`src/rtl/slt_share_if.sv`:
```
// Request/response bundle between the two issue lanes and the shared compare unit.
// The master side issues requests and pipeline controls; the slave side is the arbiter.
interface slt_share_if #(
  parameter int WIDTH = 32,
  parameter int TAGW  = 3
) ();
  logic             req0_valid;
  logic             req0_ready;
  logic [WIDTH-1:0] req0_a;
  logic [WIDTH-1:0] req0_b;
  logic             req0_uns;
  logic [TAGW-1:0]  req0_tag;

  logic             req1_valid;
  logic             req1_ready;
  logic [WIDTH-1:0] req1_a;
  logic [WIDTH-1:0] req1_b;
  logic             req1_uns;
  logic [TAGW-1:0]  req1_tag;

  logic             hold;
  logic             flush;

  logic             resp0_valid;
  logic             resp0_lt;
  logic             resp0_eq;
  logic [TAGW-1:0]  resp0_tag;
  logic             resp1_valid;
  logic             resp1_lt;
  logic             resp1_eq;
  logic [TAGW-1:0]  resp1_tag;

  modport master (
    output req0_valid, req0_a, req0_b, req0_uns, req0_tag,
    output req1_valid, req1_a, req1_b, req1_uns, req1_tag,
    output hold, flush,
    input  req0_ready, req1_ready,
    input  resp0_valid, resp0_lt, resp0_eq, resp0_tag,
    input  resp1_valid, resp1_lt, resp1_eq, resp1_tag
  );

  modport slave (
    input  req0_valid, req0_a, req0_b, req0_uns, req0_tag,
    input  req1_valid, req1_a, req1_b, req1_uns, req1_tag,
    input  hold, flush,
    output req0_ready, req1_ready,
    output resp0_valid, resp0_lt, resp0_eq, resp0_tag,
    output resp1_valid, resp1_lt, resp1_eq, resp1_tag
  );
endinterface

```
`src/rtl/slt_share_arbiter.sv`:
```
// Round-robin shared less-than/equal compare unit for two issue lanes.
// Stage 1 captures the granted request, stage 2 registers the compare result.
module slt_share_arbiter #(
  parameter int WIDTH = 32,
  parameter int TAGW  = 3
) (
  input logic        clk,
  input logic        rst,
  slt_share_if.slave bus
);
  logic             ptr;  // lane that wins when both request
  logic             blocked;
  logic             gnt0;
  logic             gnt1;
  logic             accept;

  logic             s1_valid;
  logic [WIDTH-1:0] s1_a;
  logic [WIDTH-1:0] s1_b;
  logic             s1_uns;
  logic [TAGW-1:0]  s1_tag;
  logic             s1_lane;

  logic             s2_valid;
  logic             s2_lt;
  logic             s2_eq;
  logic [TAGW-1:0]  s2_tag;
  logic             s2_lane;

  logic [WIDTH:0]   diff;
  logic             lt_c;
  logic             eq_c;

  always_comb begin
    blocked = rst | bus.hold | bus.flush;
    gnt0    = bus.req0_valid & (~bus.req1_valid | ~ptr);
    gnt1    = bus.req1_valid & (~bus.req0_valid |  ptr);
  end

  assign bus.req0_ready = gnt0 & ~blocked;
  assign bus.req1_ready = gnt1 & ~blocked;
  assign accept         = bus.req0_ready | bus.req1_ready;

  // NOTE: every signal written in always_comb gets a default first so no latch is inferred.
  always_comb begin
    diff = {1'b0, s1_a} - {1'b0, s1_b};
    eq_c = (s1_a == s1_b);
    lt_c = diff[WIDTH];
    if (!s1_uns) begin
      lt_c = (s1_a[WIDTH-1] & ~s1_b[WIDTH-1]) |
             (~(s1_a[WIDTH-1] ^ s1_b[WIDTH-1]) & diff[WIDTH-1]);
    end
  end

  // NOTE: state uses non-blocking assignments so every register samples pre-edge values.
  always_ff @(posedge clk or posedge rst) begin
    if (rst) begin
      ptr      <= 1'b0;
      s1_valid <= 1'b0;
      s1_a     <= '0;
      s1_b     <= '0;
      s1_uns   <= 1'b0;
      s1_tag   <= '0;
      s1_lane  <= 1'b0;
      s2_valid <= 1'b0;
      s2_lt    <= 1'b0;
      s2_eq    <= 1'b0;
      s2_tag   <= '0;
      s2_lane  <= 1'b0;
    end else if (bus.flush) begin
      s1_valid <= 1'b0;
      s2_valid <= 1'b0;
    end else if (!bus.hold) begin
      s1_valid <= accept;
      if (accept) begin
        ptr     <= bus.req1_ready ? 1'b0 : 1'b1;
        s1_a    <= bus.req1_ready ? bus.req1_a   : bus.req0_a;
        s1_b    <= bus.req1_ready ? bus.req1_b   : bus.req0_b;
        s1_uns  <= bus.req1_ready ? bus.req1_uns : bus.req0_uns;
        s1_tag  <= bus.req1_ready ? bus.req1_tag : bus.req0_tag;
        s1_lane <= bus.req1_ready;
      end
      s2_valid <= s1_valid;
      s2_lt    <= lt_c;
      s2_eq    <= eq_c;
      s2_tag   <= s1_tag;
      s2_lane  <= s1_lane;
    end
  end

  assign bus.resp0_valid = s2_valid & ~s2_lane;
  assign bus.resp1_valid = s2_valid &  s2_lane;
  assign bus.resp0_lt    = s2_lt;
  assign bus.resp0_eq    = s2_eq;
  assign bus.resp0_tag   = s2_tag;
  assign bus.resp1_lt    = s2_lt;
  assign bus.resp1_eq    = s2_eq;
  assign bus.resp1_tag   = s2_tag;
endmodule

```
`src/flat_wrapper.sv`:
```
// flat-port wrapper written by rule: the top's interface ports become plain ports
module slt_share_arbiter_flat 
#(
  parameter int WIDTH = 32,
  parameter int TAGW  = 3
)
  (clk, rst, bus_req0_valid, bus_req0_a, bus_req0_b, bus_req0_uns, bus_req0_tag, bus_req1_valid, bus_req1_a, bus_req1_b, bus_req1_uns, bus_req1_tag, bus_hold, bus_flush, bus_req0_ready, bus_req1_ready, bus_resp0_valid, bus_resp0_lt, bus_resp0_eq, bus_resp0_tag, bus_resp1_valid, bus_resp1_lt, bus_resp1_eq, bus_resp1_tag);
  slt_share_if #(.WIDTH(WIDTH), .TAGW(TAGW)) bus_i ();
  input logic clk;
  input logic rst;
  input wire logic [$bits(bus_i.req0_valid)-1:0] bus_req0_valid;
  input wire logic [$bits(bus_i.req0_a)-1:0] bus_req0_a;
  input wire logic [$bits(bus_i.req0_b)-1:0] bus_req0_b;
  input wire logic [$bits(bus_i.req0_uns)-1:0] bus_req0_uns;
  input wire logic [$bits(bus_i.req0_tag)-1:0] bus_req0_tag;
  input wire logic [$bits(bus_i.req1_valid)-1:0] bus_req1_valid;
  input wire logic [$bits(bus_i.req1_a)-1:0] bus_req1_a;
  input wire logic [$bits(bus_i.req1_b)-1:0] bus_req1_b;
  input wire logic [$bits(bus_i.req1_uns)-1:0] bus_req1_uns;
  input wire logic [$bits(bus_i.req1_tag)-1:0] bus_req1_tag;
  input wire logic [$bits(bus_i.hold)-1:0] bus_hold;
  input wire logic [$bits(bus_i.flush)-1:0] bus_flush;
  output wire logic [$bits(bus_i.req0_ready)-1:0] bus_req0_ready;
  output wire logic [$bits(bus_i.req1_ready)-1:0] bus_req1_ready;
  output wire logic [$bits(bus_i.resp0_valid)-1:0] bus_resp0_valid;
  output wire logic [$bits(bus_i.resp0_lt)-1:0] bus_resp0_lt;
  output wire logic [$bits(bus_i.resp0_eq)-1:0] bus_resp0_eq;
  output wire logic [$bits(bus_i.resp0_tag)-1:0] bus_resp0_tag;
  output wire logic [$bits(bus_i.resp1_valid)-1:0] bus_resp1_valid;
  output wire logic [$bits(bus_i.resp1_lt)-1:0] bus_resp1_lt;
  output wire logic [$bits(bus_i.resp1_eq)-1:0] bus_resp1_eq;
  output wire logic [$bits(bus_i.resp1_tag)-1:0] bus_resp1_tag;
  assign bus_i.req0_valid = bus_req0_valid;
  assign bus_i.req0_a = bus_req0_a;
  assign bus_i.req0_b = bus_req0_b;
  assign bus_i.req0_uns = bus_req0_uns;
  assign bus_i.req0_tag = bus_req0_tag;
  assign bus_i.req1_valid = bus_req1_valid;
  assign bus_i.req1_a = bus_req1_a;
  assign bus_i.req1_b = bus_req1_b;
  assign bus_i.req1_uns = bus_req1_uns;
  assign bus_i.req1_tag = bus_req1_tag;
  assign bus_i.hold = bus_hold;
  assign bus_i.flush = bus_flush;
  assign bus_req0_ready = bus_i.req0_ready;
  assign bus_req1_ready = bus_i.req1_ready;
  assign bus_resp0_valid = bus_i.resp0_valid;
  assign bus_resp0_lt = bus_i.resp0_lt;
  assign bus_resp0_eq = bus_i.resp0_eq;
  assign bus_resp0_tag = bus_i.resp0_tag;
  assign bus_resp1_valid = bus_i.resp1_valid;
  assign bus_resp1_lt = bus_i.resp1_lt;
  assign bus_resp1_eq = bus_i.resp1_eq;
  assign bus_resp1_tag = bus_i.resp1_tag;
  slt_share_arbiter #(.WIDTH(WIDTH), .TAGW(TAGW)) u_core (.clk(clk), .rst(rst), .bus(bus_i));
endmodule
```
`config.mk`:
```
export PLATFORM = sky130hd
export DESIGN_NAME = slt_share_arbiter_flat
export DESIGN_NICKNAME = d
export VERILOG_FILES = /design/src/rtl/slt_share_if.sv /design/src/rtl/slt_share_arbiter.sv /design/src/flat_wrapper.sv
export SDC_FILE = /design/constraint.sdc
export NUM_CORES = 1
export LEC_CHECK = 0
export CAP_MARGIN = 0
export CORE_MARGIN = 4
export CORE_UTILIZATION = 50
export CTS_BUF_LIST = sky130_fd_sc_hd__clkbuf_4
export DETAILED_ROUTE_END_ITERATION = 6
export HOLD_SLACK_MARGIN = 0.08
export PLACE_DENSITY = 0.88
export SYNTH_ARGS = -nofsm -noshare
export SYNTH_HDL_FRONTEND = slang
export SYNTH_SLANG_ARGS = --single-unit
```
`constraint.sdc`:
```
create_clock -name clk -period 4.2 [get_ports clk]
set_input_delay 1.05 -clock clk [delete_from_list [all_inputs] [get_ports clk]]
set_output_delay 1.05 -clock clk [all_outputs]
set_load 0.01 [all_outputs]
```
# Word level (Yosys, flattened, before mapping)
# Cells that the tools add are included.
totals:
  ff_bits: 78
  output_inout_bits: 14
  wordCells: 51
classes:
  add_sub_neg: 1
  n_eq_ne: 2
  mux: 10
  bitwise: 24
  n_reduce_logical: 2
ops:
  columns: ["operator", "n"]
  rows:
  - ["$mux W32", 2]
  - ["$sub A32 B32 Y33", 1]
  - ["$eq A32 B32 Y1", 1]
  - ["$not A1 Y1", 9]
  - ["$and A1 B1 Y1", 8]
  - ["$mux W1", 7]
  - ["$or A1 B1 Y1", 6]
  - ["$mux W3", 1]
  - ["$reduce_and A3 Y1", 1]
  - ["$ne A2 B1 Y1 const B", 1]
  - ["$reduce_and A2 Y1", 1]
  - ["$xor A1 B1 Y1", 1]

# Depth between registers and ports, before layout
logic_depth:
  depth_word: 7
  mapped_depth: 11
  mapped_depth_nobuf: 11

# Worst setup path before layout
# OpenSTA, ideal clock, no wires.
synth_path:
  kind: "input-to-output"
  startpoint: "input bus_flush"
  endpoint: "output bus_req1_ready"
  t_arrival_ns: 1.734
  setup_slack_ns: 1.416
  stages: 4
  path_buffers: 1
  path_cell_list: "nor3_2 -> nand3_2 -> buf_2 -> inv_2"
synth_via:
  elab_chain_cells: 3
synth_lines:
  columns: ["element", "line", "rtl"]
  rows:
  - ["start, declared", "flat_wrapper.sv:22", "input wire logic [$bits(bus_i.flush)-1:0] bus_flush;"]
  - ["$or A1 B1 Y1", "slt_share_arbiter.sv:35", "blocked = rst | bus.hold | bus.flush;"]
  - ["$not A1 Y1", "slt_share_arbiter.sv:41", "assign bus.req1_ready = gnt1 & ~blocked;"]
  - ["$and A1 B1 Y1", "slt_share_arbiter.sv:41", null]
  - ["end, declared", "flat_wrapper.sv:24", "output wire logic [$bits(bus_i.req1_ready)-1:0] bus_req1_ready;"]
# Every way passes these cells.

# Final worst setup path
# Ends and elaborated chain as after synthesis.

==> results.cfg <==
[outcome]
status = complete, no violations

[synthesis]
postSynth.topFlopCell = dfrtp_1
synth_edf_count = 0
synthTopCellsByArea = dfrtp_1 44%, nand2_1 12%, a31oi_1 9.1%, ha_1 9.1%, nor2_1 5.9%
async_flop_share = 1.00
syn_inst = 533
yosys.cell_types.count = 36
synth-seq-cells = 78
synth_top_area_cell = dfrtp_1
synth.most_common_cell = nand2_1
synth_common_cells = 142 x nand2_1, 78 x dfrtp_1, 69 x nor2_1
yosysSeqAreaShare = 0.445
yosysWarningCount = 0
synth_top_area_frac = 0.445
synth_area_sq_um = 4390
avgSynthCellArea_sq_um = 8.24
synth_nets = 708

[worst_setup_path]
cp.required_ps = 3150
arrival_ps = 2670
path_class = input port to output port
crit_path_start_kind = input port
cp-end-kind = output port
cp_max_fo = 7

[die]
dieArea_sq_um = 10300
core_sq_um = 8380
num_rows = 33
io_pins = 156
start_util = 0.524
die_w_microns = 102
die_y_microns = 102

[sta]
max-slew-margin-rel = 0.260
setup_viol = 0
drv_slew = 0
timing.final.crit_share = 0.885
finalHoldViolations = 0
min_period_ps = 3720
worst_pin_slew_ps = 1110
fin_skew_ps = 14.0
rsz0062_at_grt = no
setup_tns_ps = 0
fmax_mhz = 269

[final_layout]
stdcell_area_sq_um = 6080
fin_cells = 782
final_core_util = 0.725
layout-area-overhead-vs-synth_pct = 38.5
layout-drive-gt1-share = 0.0473
n_antenna_cell = 0
fin_nets = 847

[grt]
grt_max_degree = 73
antenna_found_initial = 0
gr-total-overflow = 0
grt_pass1_vias = 3974
grt_pass1_wl_microns = 17800
grt_usage = 0.216

[drt]
drc = 0
top_layer = met4
num_vias = 4121
ant_nets = 0
wl_met1_microns = 4840
drt_iter0_drc = 148
routed_wl_microns = 11100
wl_met2_microns = 5330
vias_per_cell = 5.27
wl_met3_microns = 850
wire_per_inst_microns = 14.3
first_pass_iters = 4

[placed_design]
io_buffers = 155
hpwl_microns = 8470
place_inst = 766
gp_congestion = 0.843
dpl_cell_area_sq_um = 5950

[power_and_ir_drop]
leakage_uw = 0.00281
seqPwrFrac = 0.453
p_sw_frac = 0.329
netSwitchingPower_uw = 761
internal_power_uw = 1550
pwr-share-comb = 0.360
ir_drop_uv = 185
clockPowerShare = 0.187
pwr_density_cell_nw_per_um2 = 381
finalPower_uw = 2310

[job]
maxCapViolations = 0

[cts]
cts_setup_buffers = 0
hold_buffers = 0
cts_max_level = 3
clk_path_buf_depth = 2
numCtsBuffers = 9
ctsRootBufferMaster = clkbuf_4
cts_tree = built
clkSlewWorstSetupHoldPaths_ps = 120
clk_latency_ps = 410
cts_sinks = 78
cts_resized = 0

[worst_hold_path]
hold_class = register to register
cell families (layout without fill, tap and decap cells):
kind of cell,Yosys count,after routing,synth area share
simple gates,241,241,0.224
fa+ha+maj,33,33,0.0958
buf+inv,71,215,0.0732
flops,78,78,0.445
compound gates,105,105,0.150
mux,5,5,0.0125
path summary, 6_finish.rpt:
check                                from             endpoint  slack [ps]  cells past startpoint
setup / recovery                bus_flush       bus_req1_ready         480                      5
hold / removal             u_core.s1_lane       u_core.s1_lane         510                      2
setup reg to reg           u_core.s1_a[6]  u_core.bus.resp0_lt        1740                     10
hold reg to reg            u_core.s1_lane       u_core.s1_lane         510                      2
max in group asynchronous             rst      u_core.s1_b[17]        2240                      3
min in group asynchronous             rst      u_core.s2_valid        1250                      2
registers in the layout (all words and copies together) (netlist names):
signal,flops
u_core.bus.resp0_tag,3
u_core.s1_a,32
u_core.s1_uns,1
u_core.s1_tag,3
u_core.bus.resp0_lt,1
u_core.s2_valid,1
u_core.s1_b,32
u_core.bus.resp0_eq,1
u_core.ptr,1
u_core.s1_valid,1
u_core.s1_lane,1
u_core.s2_lane,1
cell type report:
class | instances | area (sq um)
Inverter | 38 | 144
Tap cell | 105 | 131
Timing Repair Buffer | 161 | 1600
Multi-Input combinational cell | 384 | 2120
Clock inverter | 7 | 65.1
Fill cell | 626 | 2300
Sequential cell | 78 | 1950
Clock buffer | 9 | 67.6
critical path, cell delays in order:
cell,delay (ps)
clkdlybuf4s50_1,490
nor3_2,340
nand3_4,110
inv_2,120
clkdlybuf4s50_1,550
metrics by stage:
step / hold WS (ps) / setup WS (ps)
after floorplan: 441 / 1150
after global placement: 458 / 528
after detailed placement: 473 / 486
after CTS: 504 / 481
after global routing: 556 / 369
final: 511 / 485
placed cells by master, fill, tap and decap left out, drive strengths merged, types with 6 or more instances in the layout:
cell type        n
a21oi           14
a31oi           64
buf              6
clkbuf           9
clkdlybuf4s50  155
clkinv           6
dfrtp           78
ha              32
inv             37
nand2          142
nand3           12
nor2            69
o21ai           10
power groups by stage:
stage	Clock, uW	Sequential, uW	Combinational (uW)
6_report	433	1050	833
3_3_place_gp	0	1050	803
3_5_place_dp	0	1060	832
2_1_floorplan	0	1030	529
4_1_cts	442	1050	841
5_1_grt	471	1070	954
per-layer routing:
metal  up-vias  global-route usage
met5         -                   0
met4         0              0.0603
met3        14              0.0331
met2       139               0.366
met1      1895               0.288
li1       2073                   -
Power figures use the tool's default switching activity.
